**src/rtl/prog_loader.sv**
```systemverilog
// Byte-stream program loader: parses a framed image from a host byte link,
// writes it word by word into instruction/data memory, releases the CPU once verified.
module prog_loader #(
  parameter int          ADDR_W    = 10,
  parameter logic [7:0]  SYNC_BYTE = 8'hA5
) (
  input  logic              CLK1,
  input  logic              RST_N,
  input  logic [7:0]        IN_DATA,
  input  logic              IN_VALID,
  output logic              IN_READY,
  output logic              MEM_WE,
  output logic [ADDR_W-1:0] MEM_ADDR,
  output logic [31:0]       MEM_WDATA,
  output logic              CPU_RST,
  output logic              DONE,
  output logic              ERR
);

  typedef enum logic [2:0] {
    S_IDLE, S_CNT_H, S_CNT_L, S_DATA, S_WR, S_CHK, S_DONE, S_ERR
  } state_t;

  localparam logic [16:0]     DEPTH    = 17'd1 << ADDR_W;
  localparam logic [ADDR_W:0] WCNT_ONE = {{ADDR_W{1'b0}}, 1'b1};

  state_t            state_q, state_d;
  logic [15:0]       n_q, n_d;
  logic [ADDR_W:0]   wcnt_q, wcnt_d;
  logic [1:0]        bcnt_q, bcnt_d;
  logic [7:0]        chk_q, chk_d;
  logic [31:0]       shreg_q, shreg_d;
  logic              in_ready_q, in_ready_d;
  logic              mem_we_q, mem_we_d;
  logic [ADDR_W-1:0] mem_addr_q, mem_addr_d;
  logic [31:0]       mem_wdata_q, mem_wdata_d;
  logic              cpu_rst_q, cpu_rst_d;
  logic              done_q, done_d;
  logic              err_q, err_d;

  logic              xfer;
  logic [15:0]       n_new;
  logic [ADDR_W:0]   wcnt_inc;

  always_comb begin
    state_d  = state_q;
    n_d      = n_q;
    wcnt_d   = wcnt_q;
    bcnt_d   = bcnt_q;
    chk_d    = chk_q;
    shreg_d  = shreg_q;
    xfer     = IN_VALID && in_ready_q;
    n_new    = {n_q[15:8], IN_DATA};
    wcnt_inc = wcnt_q + WCNT_ONE;

    case (state_q)
      S_IDLE: if (xfer && IN_DATA == SYNC_BYTE) begin
        state_d = S_CNT_H;
        n_d     = '0;
        wcnt_d  = '0;
        bcnt_d  = '0;
        chk_d   = '0;
      end
      S_CNT_H: if (xfer) begin
        n_d[15:8] = IN_DATA;
        state_d   = S_CNT_L;
      end
      S_CNT_L: if (xfer) begin
        n_d     = n_new;
        // An empty image or one larger than memory can never load correctly.
        state_d = (n_new == 16'd0 || {1'b0, n_new} > DEPTH) ? S_ERR : S_DATA;
      end
      S_DATA: if (xfer) begin
        shreg_d = {shreg_q[23:0], IN_DATA};
        chk_d   = chk_q ^ IN_DATA;
        bcnt_d  = bcnt_q + 2'd1;
        if (bcnt_q == 2'd3) state_d = S_WR;
      end
      S_WR: begin
        wcnt_d  = wcnt_inc;
        state_d = (17'(wcnt_inc) == {1'b0, n_q}) ? S_CHK : S_DATA;
      end
      S_CHK: if (xfer) state_d = (IN_DATA == chk_q) ? S_DONE : S_ERR;
      default: state_d = state_q;
    endcase

    // Outputs are registered from the next state so they line up with it.
    in_ready_d  = (state_d == S_IDLE) || (state_d == S_CNT_H) || (state_d == S_CNT_L) ||
                  (state_d == S_DATA) || (state_d == S_CHK);
    mem_we_d    = (state_d == S_WR);
    mem_addr_d  = mem_addr_q;
    mem_wdata_d = mem_wdata_q;
    if (state_d == S_WR) begin
      mem_addr_d  = wcnt_q[ADDR_W-1:0];
      mem_wdata_d = shreg_d;
    end
    cpu_rst_d = (state_d != S_DONE);
    done_d    = (state_d == S_DONE);
    err_d     = (state_d == S_ERR);
  end

  always_ff @(posedge CLK1) begin
    if (!RST_N) begin
      state_q     <= S_IDLE;
      n_q         <= '0;
      wcnt_q      <= '0;
      bcnt_q      <= '0;
      chk_q       <= '0;
      shreg_q     <= '0;
      in_ready_q  <= 1'b0;
      mem_we_q    <= 1'b0;
      mem_addr_q  <= '0;
      mem_wdata_q <= '0;
      cpu_rst_q   <= 1'b1;
      done_q      <= 1'b0;
      err_q       <= 1'b0;
    end else begin
      state_q     <= state_d;
      n_q         <= n_d;
      wcnt_q      <= wcnt_d;
      bcnt_q      <= bcnt_d;
      chk_q       <= chk_d;
      shreg_q     <= shreg_d;
      in_ready_q  <= in_ready_d;
      mem_we_q    <= mem_we_d;
      mem_addr_q  <= mem_addr_d;
      mem_wdata_q <= mem_wdata_d;
      cpu_rst_q   <= cpu_rst_d;
      done_q      <= done_d;
      err_q       <= err_d;
    end
  end

  assign IN_READY  = in_ready_q;
  assign MEM_WE    = mem_we_q;
  assign MEM_ADDR  = mem_addr_q;
  assign MEM_WDATA = mem_wdata_q;
  assign CPU_RST   = cpu_rst_q;
  assign DONE      = done_q;
  assign ERR       = err_q;

endmodule

```
**config.mk**
```make
export PLATFORM = sky130hd
export DESIGN_NAME = prog_loader
export DESIGN_NICKNAME = d
export VERILOG_FILES = /design/src/rtl/prog_loader.sv
export SDC_FILE = /design/constraint.sdc
export NUM_CORES = 1
export LEC_CHECK = 0
export CAP_MARGIN = 20
export CORE_MARGIN = 2
export CORE_UTILIZATION = 35
export DETAILED_ROUTE_END_ITERATION = 10
export HOLD_SLACK_MARGIN = 0.15
export PLACE_DENSITY = 0.63
export SYNTH_ARGS = -nofsm -noshare
export SYNTH_HDL_FRONTEND = slang
export SYNTH_SLANG_ARGS = --single-unit
export TNS_END_PERCENT = 1
```
**constraint.sdc**
```tcl
create_clock -name CLK1 -period 4.7 [get_ports CLK1]
set_clock_uncertainty 0.05 [all_clocks]
set_input_delay 0.94 -clock CLK1 [delete_from_list [all_inputs] [get_ports CLK1]]
set_output_delay 0.94 -clock CLK1 [all_outputs]
set_load 0.01 [all_outputs]
```
# Word-level counts from Yosys, hierarchy flattened
# Index checks and enable logic that the tools add are counted.
[totals] ff_bits=119 in_bits=11 out_inout_bits=47 word_cells=83
[op_classes] addsub=2 magnitude_cmp=1 n_eq_ne=21 muxes=25 n_bitwise=2 n_reduce_logical=18
[op_table] op="32-bit two-way mux" count=2
[op_table] op="8-bit two-way mux" count=4
[op_table] op="8-bit one-hot mux with 2 select lines" count=2
[op_table] op="3-bit two-way mux" count=8
[op_table] op="8-bit one-hot mux with 3 select lines" count=1
[op_table] op="11-bit one-hot mux with 2 select lines" count=1
[op_table] op="3-bit equality test, second input constant" count=6
[op_table] op="3-bit one-hot mux with 6 select lines" count=1
[op_table] op="11-bit by 16-bit equality test with 1-bit output" count=1
[op_table] op="16-bit by 11-bit greater-than comparator with 1-bit output, second input constant" count=1
[op_table] op="16-bit logical NOT" count=1
[op_table] op="16-bit two-way mux" count=1
[op_table] op="3-bit by 2-bit equality test with 1-bit output, second input constant" count=4
[op_table] op="11-bit by 1-bit adder with 11-bit output, second input constant" count=1
[op_table] op="11-bit two-way mux" count=1
[op_table] op="8-bit equality test" count=1
[op_table] op="8-bit equality test, second input constant" count=1
[op_table] op="2-bit inequality test, second input constant" count=4
[op_table] op="2-bit nonzero test" count=4
[op_table] op="8-bit bitwise XOR" count=1
[op_table] op="3-bit by 1-bit equality test with 1-bit output, second input constant" count=2
[op_table] op="3-bit logical NOT" count=2
[op_table] op="3-bit AND reduction" count=2
[op_table] op="1-bit logical OR" count=5
[op_table] op="other kinds (10)" count=12

# Depth between registers and ports, before layout
# Gate-level depths: netlist of the first run.
[logic_depth] word_depth=10 ltp_mapped=8 depth_no_buf=7

# Least setup slack after synthesis of the first run
# OpenSTA, ideal clock, no wires.
[synth_path] path_type="input-to-reg" startpoint="in IN_DATA[0]" endpoint="reg in_ready_q, in the netlist IN_READY" setup_time_ps=117 arrival_ps=2229 required_time_ps=4533 path_slack_ps=2304 path_stages=8 path_buffers=1 path_cell_list="clkbuf_1 and4_1 a21oi_1 nor4_4 a211oi_2 nand2b_4 inv_2 a22o_1"
[synth_via] elab_chain_cells=10 elab_cells_between_ends=21 cone_classes="order compare: 1; eq/ne: 6; mux: 6; reduce/logical: 8"
[synth_lines] element="from (decl)" line="9" text="input logic [7:0] IN_DATA,"
[synth_lines] element="16-bit by 11-bit greater-than comparator with 1-bit output or 16-bit logical NOT (tied branches)" line="71" text="state_d = (n_new == 16'd0 || {1'b0, n_new} > DEPTH) ? S_ERR : S_DATA;"
[synth_lines] element="1-bit logical OR" line="71"
[synth_lines] element="3-bit two-way mux" line="71"
[synth_lines] element="3-bit two-way mux" line="68" text="S_CNT_L: if (xfer) begin"
[synth_lines] element="3-bit one-hot mux with 6 select lines *" line="56" text="case (state_q)"
[synth_lines] element="3-bit by 1-bit equality test with 1-bit output or 3-bit logical NOT (tied branches)" line="88" text="in_ready_d = (state_d == S_IDLE) || (state_d == S_CNT_H) || (state_d == S_CNT_L) ||"
[synth_lines] element="1-bit logical OR (3 in a row)" line="88"
[synth_lines] element="1-bit logical OR *" line="89" text="(state_d == S_DATA) || (state_d == S_CHK);"
[synth_lines] element="to (signal assigned)" line="124" text="in_ready_q <= in_ready_d;"
[synth_lines] element="to (decl)" line="33" text="logic in_ready_q, in_ready_d;"
# Every way passes the cells marked *; elsewhere a longest branch is shown, timed or not.
# A chain may end at the register's enable or synchronous reset.

# Final worst setup path of the first run
[layout_path] startpoint="in IN_DATA[7]" endpoint="reg in_ready_q, in the netlist IN_READY"
# Same word-level chain as after synthesis.

==> summary.txt, run 1 <==
max_cap viols - 0
clock latency on the worst-skew pair - 0.35 ns
flops & latches, synth - 111
initial drt markers - 302
commonest non-fill, non-tap cell in the layout - nand2_1
die height - 124 um
Synthesis Warnings - 0
routed len/inst - 14.9 um
final-report setup violation count - 0
number of global-route vias before repair - 3834
syn nets - 600
Core Region - 0.0139 mm^2
Post-CTS Hold Buffers - 0
maximum buffer depth of the clock tree - 2
CTS Buf Count - 9
Crit Path Class - in -> reg
Area Growth Syn to Fin - 18.2%
cells on worst reg2reg path - 7
htree depth - 3
layout cells sized above 1 - 7.07%
Final min period - 2.78 ns
DR DRC count - 0
number of top-level pins - 58
ant diodes - 0
unique cell type count in the Yosys netlist - 61
pin count of the biggest net entering global routing - 65
worst hold path type - reg -> reg
routability cong. - 0.869
final setup TNS - 0 ns
unrepaired setup endpoints after global routing - no
critical path arrival - 2.97 ns
Post-CTS Setup Inserts - 0
Initial Utilization - 36.0%
result of the run - finished clean
area of the mapped netlist - 0.00501 mm^2
Post-DRT Antenna Nets - 0
post_cts resized - 0
Avg Cell Area, Syn - 8.54 um^2
CP startpoint kind - primary input
clock slew at reported path FFs - 0.07 ns
routed vias/inst - 5.15
die width - 124 um
CTS tree - done
clock sink total - 111
initial antenna violation count - 0
final hold violation count - 0
first-pass GRT wire length - 19.4 mm
most frequent cells in the layout - nand2_1 (143), dfxtp_1 (111), a21boi_1 (72)
Util after Layout - 42.5%
final net count - 630
worst-path fanout max - 9
Final period util - 59.1%
Pre-Repair DR Iteration Count - 4
peak supply drop - 163 uV
ys flop type - dfxtp_1
crit end category - flop
hold path cells - 2
max_slew headroom - 33.0%
Max Fclk - 0.360 GHz
FP Rows - 43
number of synthesized flops with an enable pin - 0
Power Density - 287 mW/mm^2
Worst Tran Pin Value - 1.00 ns
DP Wirelength - 8.27 mm
I/O Buffers - 57
routed vias - 4133
P_leak - 2.07 nW
post-synthesis async set-or-reset flop share - 0%
final WL - 12.0 mm
Worst EP required - 4.89 ns
clock root buffer - clkbuf_16
sequential-to-total area share from yosys stat - 44.3%
global-route usage over all layers - 16.2%
die footprint - 0.0153 mm^2
Slew Viols, Final - 0
gr ovfl total - 0
cell count after synthesis - 587
[cell usage after synthesis, types with 2 or more instances]
library cell / n / area share [%]
and4_1: 3 / 0.52
nand4_1: 2 / 0.25
dfxtp_1: 111 / 44
o221a_2: 7 / 1.6
buf_2: 7 / 0.70
inv_1: 4 / 0.30
nand2_1: 143 / 11
buf_4: 5 / 0.75
a31oi_1: 3 / 0.37
xor2_1: 15 / 2.6
nand2b_1: 3 / 0.37
ha_1: 2 / 0.50
nor2_1: 20 / 1.5
a22oi_1: 8 / 1.2
nor3b_1: 3 / 0.45
nor4_4: 3 / 1.3
nor2b_1: 13 / 1.6
o21ai_0: 19 / 1.9
nor3_1: 6 / 0.60
xnor2_1: 7 / 1.2
o21a_1: 9 / 1.3
o211ai_1: 2 / 0.30
a21oi_1: 8 / 0.80
o21ai_1: 2 / 0.20
and2_1: 19 / 2.4
nor4_1: 4 / 0.50
nand3b_1: 2 / 0.30
nor4b_1: 2 / 0.35
a21boi_0: 3 / 0.45
nand3_1: 18 / 1.8
clkbuf_1: 30 / 2.2
a21boi_1: 72 / 11
o31ai_1: 2 / 0.30
or3_1: 3 / 0.37
[critical path, stage by stage]
cell	delay, ns
clkdlybuf4s50_1	0.60
and4_1	0.33
a21oi_1	0.29
nor4_4	0.11
a211oi_2	0.24
nand2b_4	0.19
inv_2	0.05
a22o_1	0.22
[metrics by stage]
step	area, um^2	power, mW	hold WS [ns]	cells	setup WS [ns]
2_1_floorplan	5010	0.993	0.381	587	2.30
3_3_place_gp	5650	1.01	0.394	786	1.59
3_5_place_dp	5650	1.01	0.396	786	1.57
4_1_cts	5930	1.72	0.406	802	1.94
5_1_grt	5930	1.76	0.422	802	1.79
6_report	5930	1.70	0.402	802	1.92
[state kept, by name, summed over array words and instances, names as in the netlist]
name / cells
CPU_RST: 1
DONE: 1
ERR: 1
IN_READY: 1
MEM_ADDR: 10
MEM_WDATA: 32
MEM_WE: 1
bcnt_q: 2
chk_q: 8
n_q: 16
shreg_q: 24
state_q: 3
wcnt_q: 11
[routing by layer]
metal	wire length [um]	up-vias	GRT usage, %
li1	-	2069	-
met1	5960	1939	23.3
met2	5250	117	25.0
met3	611	8	3.02
met4	142	0	4.26
met5	0	-	0
[cell families (layout without fill, tap and decap cells)]
family | after synthesis | in the layout | share of synthesized area, %
flops | 111 | 111 | 44.3
compound gates | 146 | 146 | 21.2
fa+ha+maj | 2 | 2 | 0.499
xor+xnor | 22 | 22 | 3.84
simple gates | 257 | 257 | 25.9
buf+inv | 49 | 84 | 4.24
[layout make-up]
type,count,area (um^2)
fill,1377,8010
timing repair buffer,62,603
multi-input combinational,427,2580
clock buffer,10,229
inverter,6,22.5
tap,180,225
sequential,111,2220
clock inverter,6,45.0
[final timing paths]
path / startpoint / end / slack [ns]
worst max-delay path: IN_DATA[7] / IN_READY / 1.92
worst min-delay path: MEM_WDATA[24] / MEM_WDATA[24] / 0.40
worst max register to register: wcnt_q[0] / ERR / 2.18
worst min register to register: MEM_WDATA[24] / MEM_WDATA[24] / 0.40
[power by group]
group / leakage [nW] / switching [mW] / internal, mW
Combinational: 1.04 / 0.0269 / 0.0221
Clock: 0.137 / 0.347 / 0.364
Sequential: 0.894 / 0.000982 / 0.940
Power figures use the tool's default switching activity.
==> inputs of run 2 (changes only) <==
--- a/config.mk
+++ b/config.mk
@@ -10,7 +10,7 @@
 export CORE_UTILIZATION = 35
 export DETAILED_ROUTE_END_ITERATION = 10
 export HOLD_SLACK_MARGIN = 0.15
-export PLACE_DENSITY = 0.63
+export PLACE_DENSITY = 0.65
 export SYNTH_ARGS = -nofsm -noshare
 export SYNTH_HDL_FRONTEND = slang
 export SYNTH_SLANG_ARGS = --single-unit
==> constraint.sdc (replaced) <==
create_clock -name CLK1 -period 2.42 [get_ports CLK1]
set_clock_uncertainty 0.05 [all_clocks]
set_input_delay 0.484 -clock CLK1 [delete_from_list [all_inputs] [get_ports CLK1]]
set_output_delay 0.484 -clock CLK1 [all_outputs]
set_load 0.01 [all_outputs]
==> summary.txt, run 2 (synthesis results as in run 1) <==
result of the run - finished clean
Max Fclk - 0.446 GHz
clock root buffer - clkbuf_16
Post-CTS Hold Buffers - 0
Final min period - 2.24 ns
fin cells - 836
global-route usage over all layers - 16.7%
final-report setup violation count - 0
final setup TNS - 0 ns
Area Growth Syn to Fin - 24.1%
max_slew headroom - 56.1%
Post-DP Area - 0.00593 mm^2
Util after Layout - 44.7%
CP startpoint kind - primary input
clock latency on the worst-skew pair - 0.36 ns
post_cts resized - 0
total chip power - 3.41 mW
number of top-level pins - 58
most frequent cells in the layout - nand2_1 (143), dfxtp_1 (111), a21boi_1 (72)
Post-CTS Setup Inserts - 0
Slew Viols, Final - 0
DR DRC count - 0
cells on worst reg2reg path - 5
layout cells sized above 1 - 12.0%
hold path start - MEM_ADDR[7]
routed len/inst - 14.8 um
final WL - 12.4 mm
hold path cells - 2
clock sink total - 111
Pre-Repair DR Iteration Count - 5
max_cap viols - 0
Post-Place Setup Slack - -0.200 ns
Power Density - 548 mW/mm^2
CTS Buf Count - 9
I/O Buffers - 57
Worst Hold Slack - 0.401 ns
initial antenna violation count - 0
die height - 124 um
Initial Utilization - 36.0%
first-pass GRT wire length - 20.2 mm
CTS tree - done
final hold violation count - 0
commonest non-fill, non-tap cell in the layout - nand2_1
number of global-route vias before repair - 4085
gr ovfl total - 0
Post-DRT Antenna Nets - 0
post-route cell area - 0.00622 mm^2
FP Rows - 43
worst-path fanout max - 4
die width - 124 um
smallest setup slack after layout - 0.176 ns
pin count of the biggest net entering global routing - 47
# placed instances - 820
DP Wirelength - 8.88 mm
unrepaired setup endpoints after global routing - no
routed vias - 4290
initial drt markers - 354
reg2reg start - state_q[0]
htree depth - 3
clock slew at reported path FFs - 0.07 ns
crit end category - flop
ant diodes - 0
max reg flops - 32
reg2reg setup slack - 0.21 ns
Core Region - 0.0139 mm^2
critical path arrival - 2.45 ns
Crit Path Class - in -> reg
fill cell count - 1382
peak supply drop - 295 uV
routability cong. - 0.897
Worst EP required - 2.62 ns
Worst Tran Pin Value - 0.656 ns
routed vias/inst - 5.13
Final period util - 92.7%
P_leak - 2.25 nW
r2r endpoint - wcnt_q[6]
die footprint - 0.0153 mm^2
worst hold path type - reg -> reg
WHS Endpoint - MEM_ADDR[7]
maximum buffer depth of the clock tree - 2
final net count - 664
==> run 2: cell count changes in the layout (fill, tap and decap cells not counted) <==
cell / previous run / this run
buf_12: 0 / 2
buf_4: 5 / 37
clkbuf_1: 1 / 0
clkbuf_8: 0 / 1
clkinv_2: 2 / 1
clkinv_4: 2 / 1
clkinvlp_4: 0 / 1
inv_8: 0 / 1
==> run 2: routing by layer <==
layer | track usage (%) | wire length, um | part of all wire (%) | vias up
met5 | 0 | 0 | 0 | -
met4 | 6.53 | 223 | 1.8 | 0
met3 | 2.66 | 606 | 4.9 | 15
met2 | 25.0 | 5330 | 43 | 121
met1 | 24.0 | 6220 | 50 | 2027
li1 | - | - | - | 2127
==> run 2: worst max path at each step <==
stage | from | to | slack (ns) | cells after the start
floorplan | wcnt_q[0] | ERR | 0.41 | 8
global placement | IN_DATA[6] | CPU_RST | -0.13 | 7
detailed placement | IN_DATA[6] | CPU_RST | -0.20 | 7
CTS | IN_DATA[6] | CPU_RST | 0.18 | 7
global route | IN_DATA[6] | CPU_RST | 0.02 | 7
finish | IN_DATA[6] | IN_READY | 0.18 | 7
==> run 2: worst max-delay path, stage by stage <==
cell	delay, ns
clkdlybuf4s50_1	0.54
nor4_4	0.41
nand3_1	0.14
xor2_1	0.17
a221oi_1	0.33
a21oi_1	0.14
a22o_1	0.23
==> run 2: report_power, final <==
part,total [mW],switching [mW],internal [mW]
sequential,1.83,0.00239,1.83
combinational,0.122,0.0593,0.0631
clock,1.46,0.721,0.742
total,3.41,0.783,2.63
==> run 2: cell type report <==
| class | instances | area, um^2 | share of cell area (%) |
|---|---|---|---|
| Sequential cell | 111 | 2220 | 35.7 |
| Clock inverter | 6 | 50.0 | 0.804 |
| Multi-Input combinational cell | 427 | 2580 | 41.5 |
| Inverter | 6 | 22.5 | 0.362 |
| Clock buffer | 10 | 239 | 3.84 |
| Tap cell | 180 | 225 | 3.62 |
| Timing Repair Buffer | 96 | 883 | 14.2 |
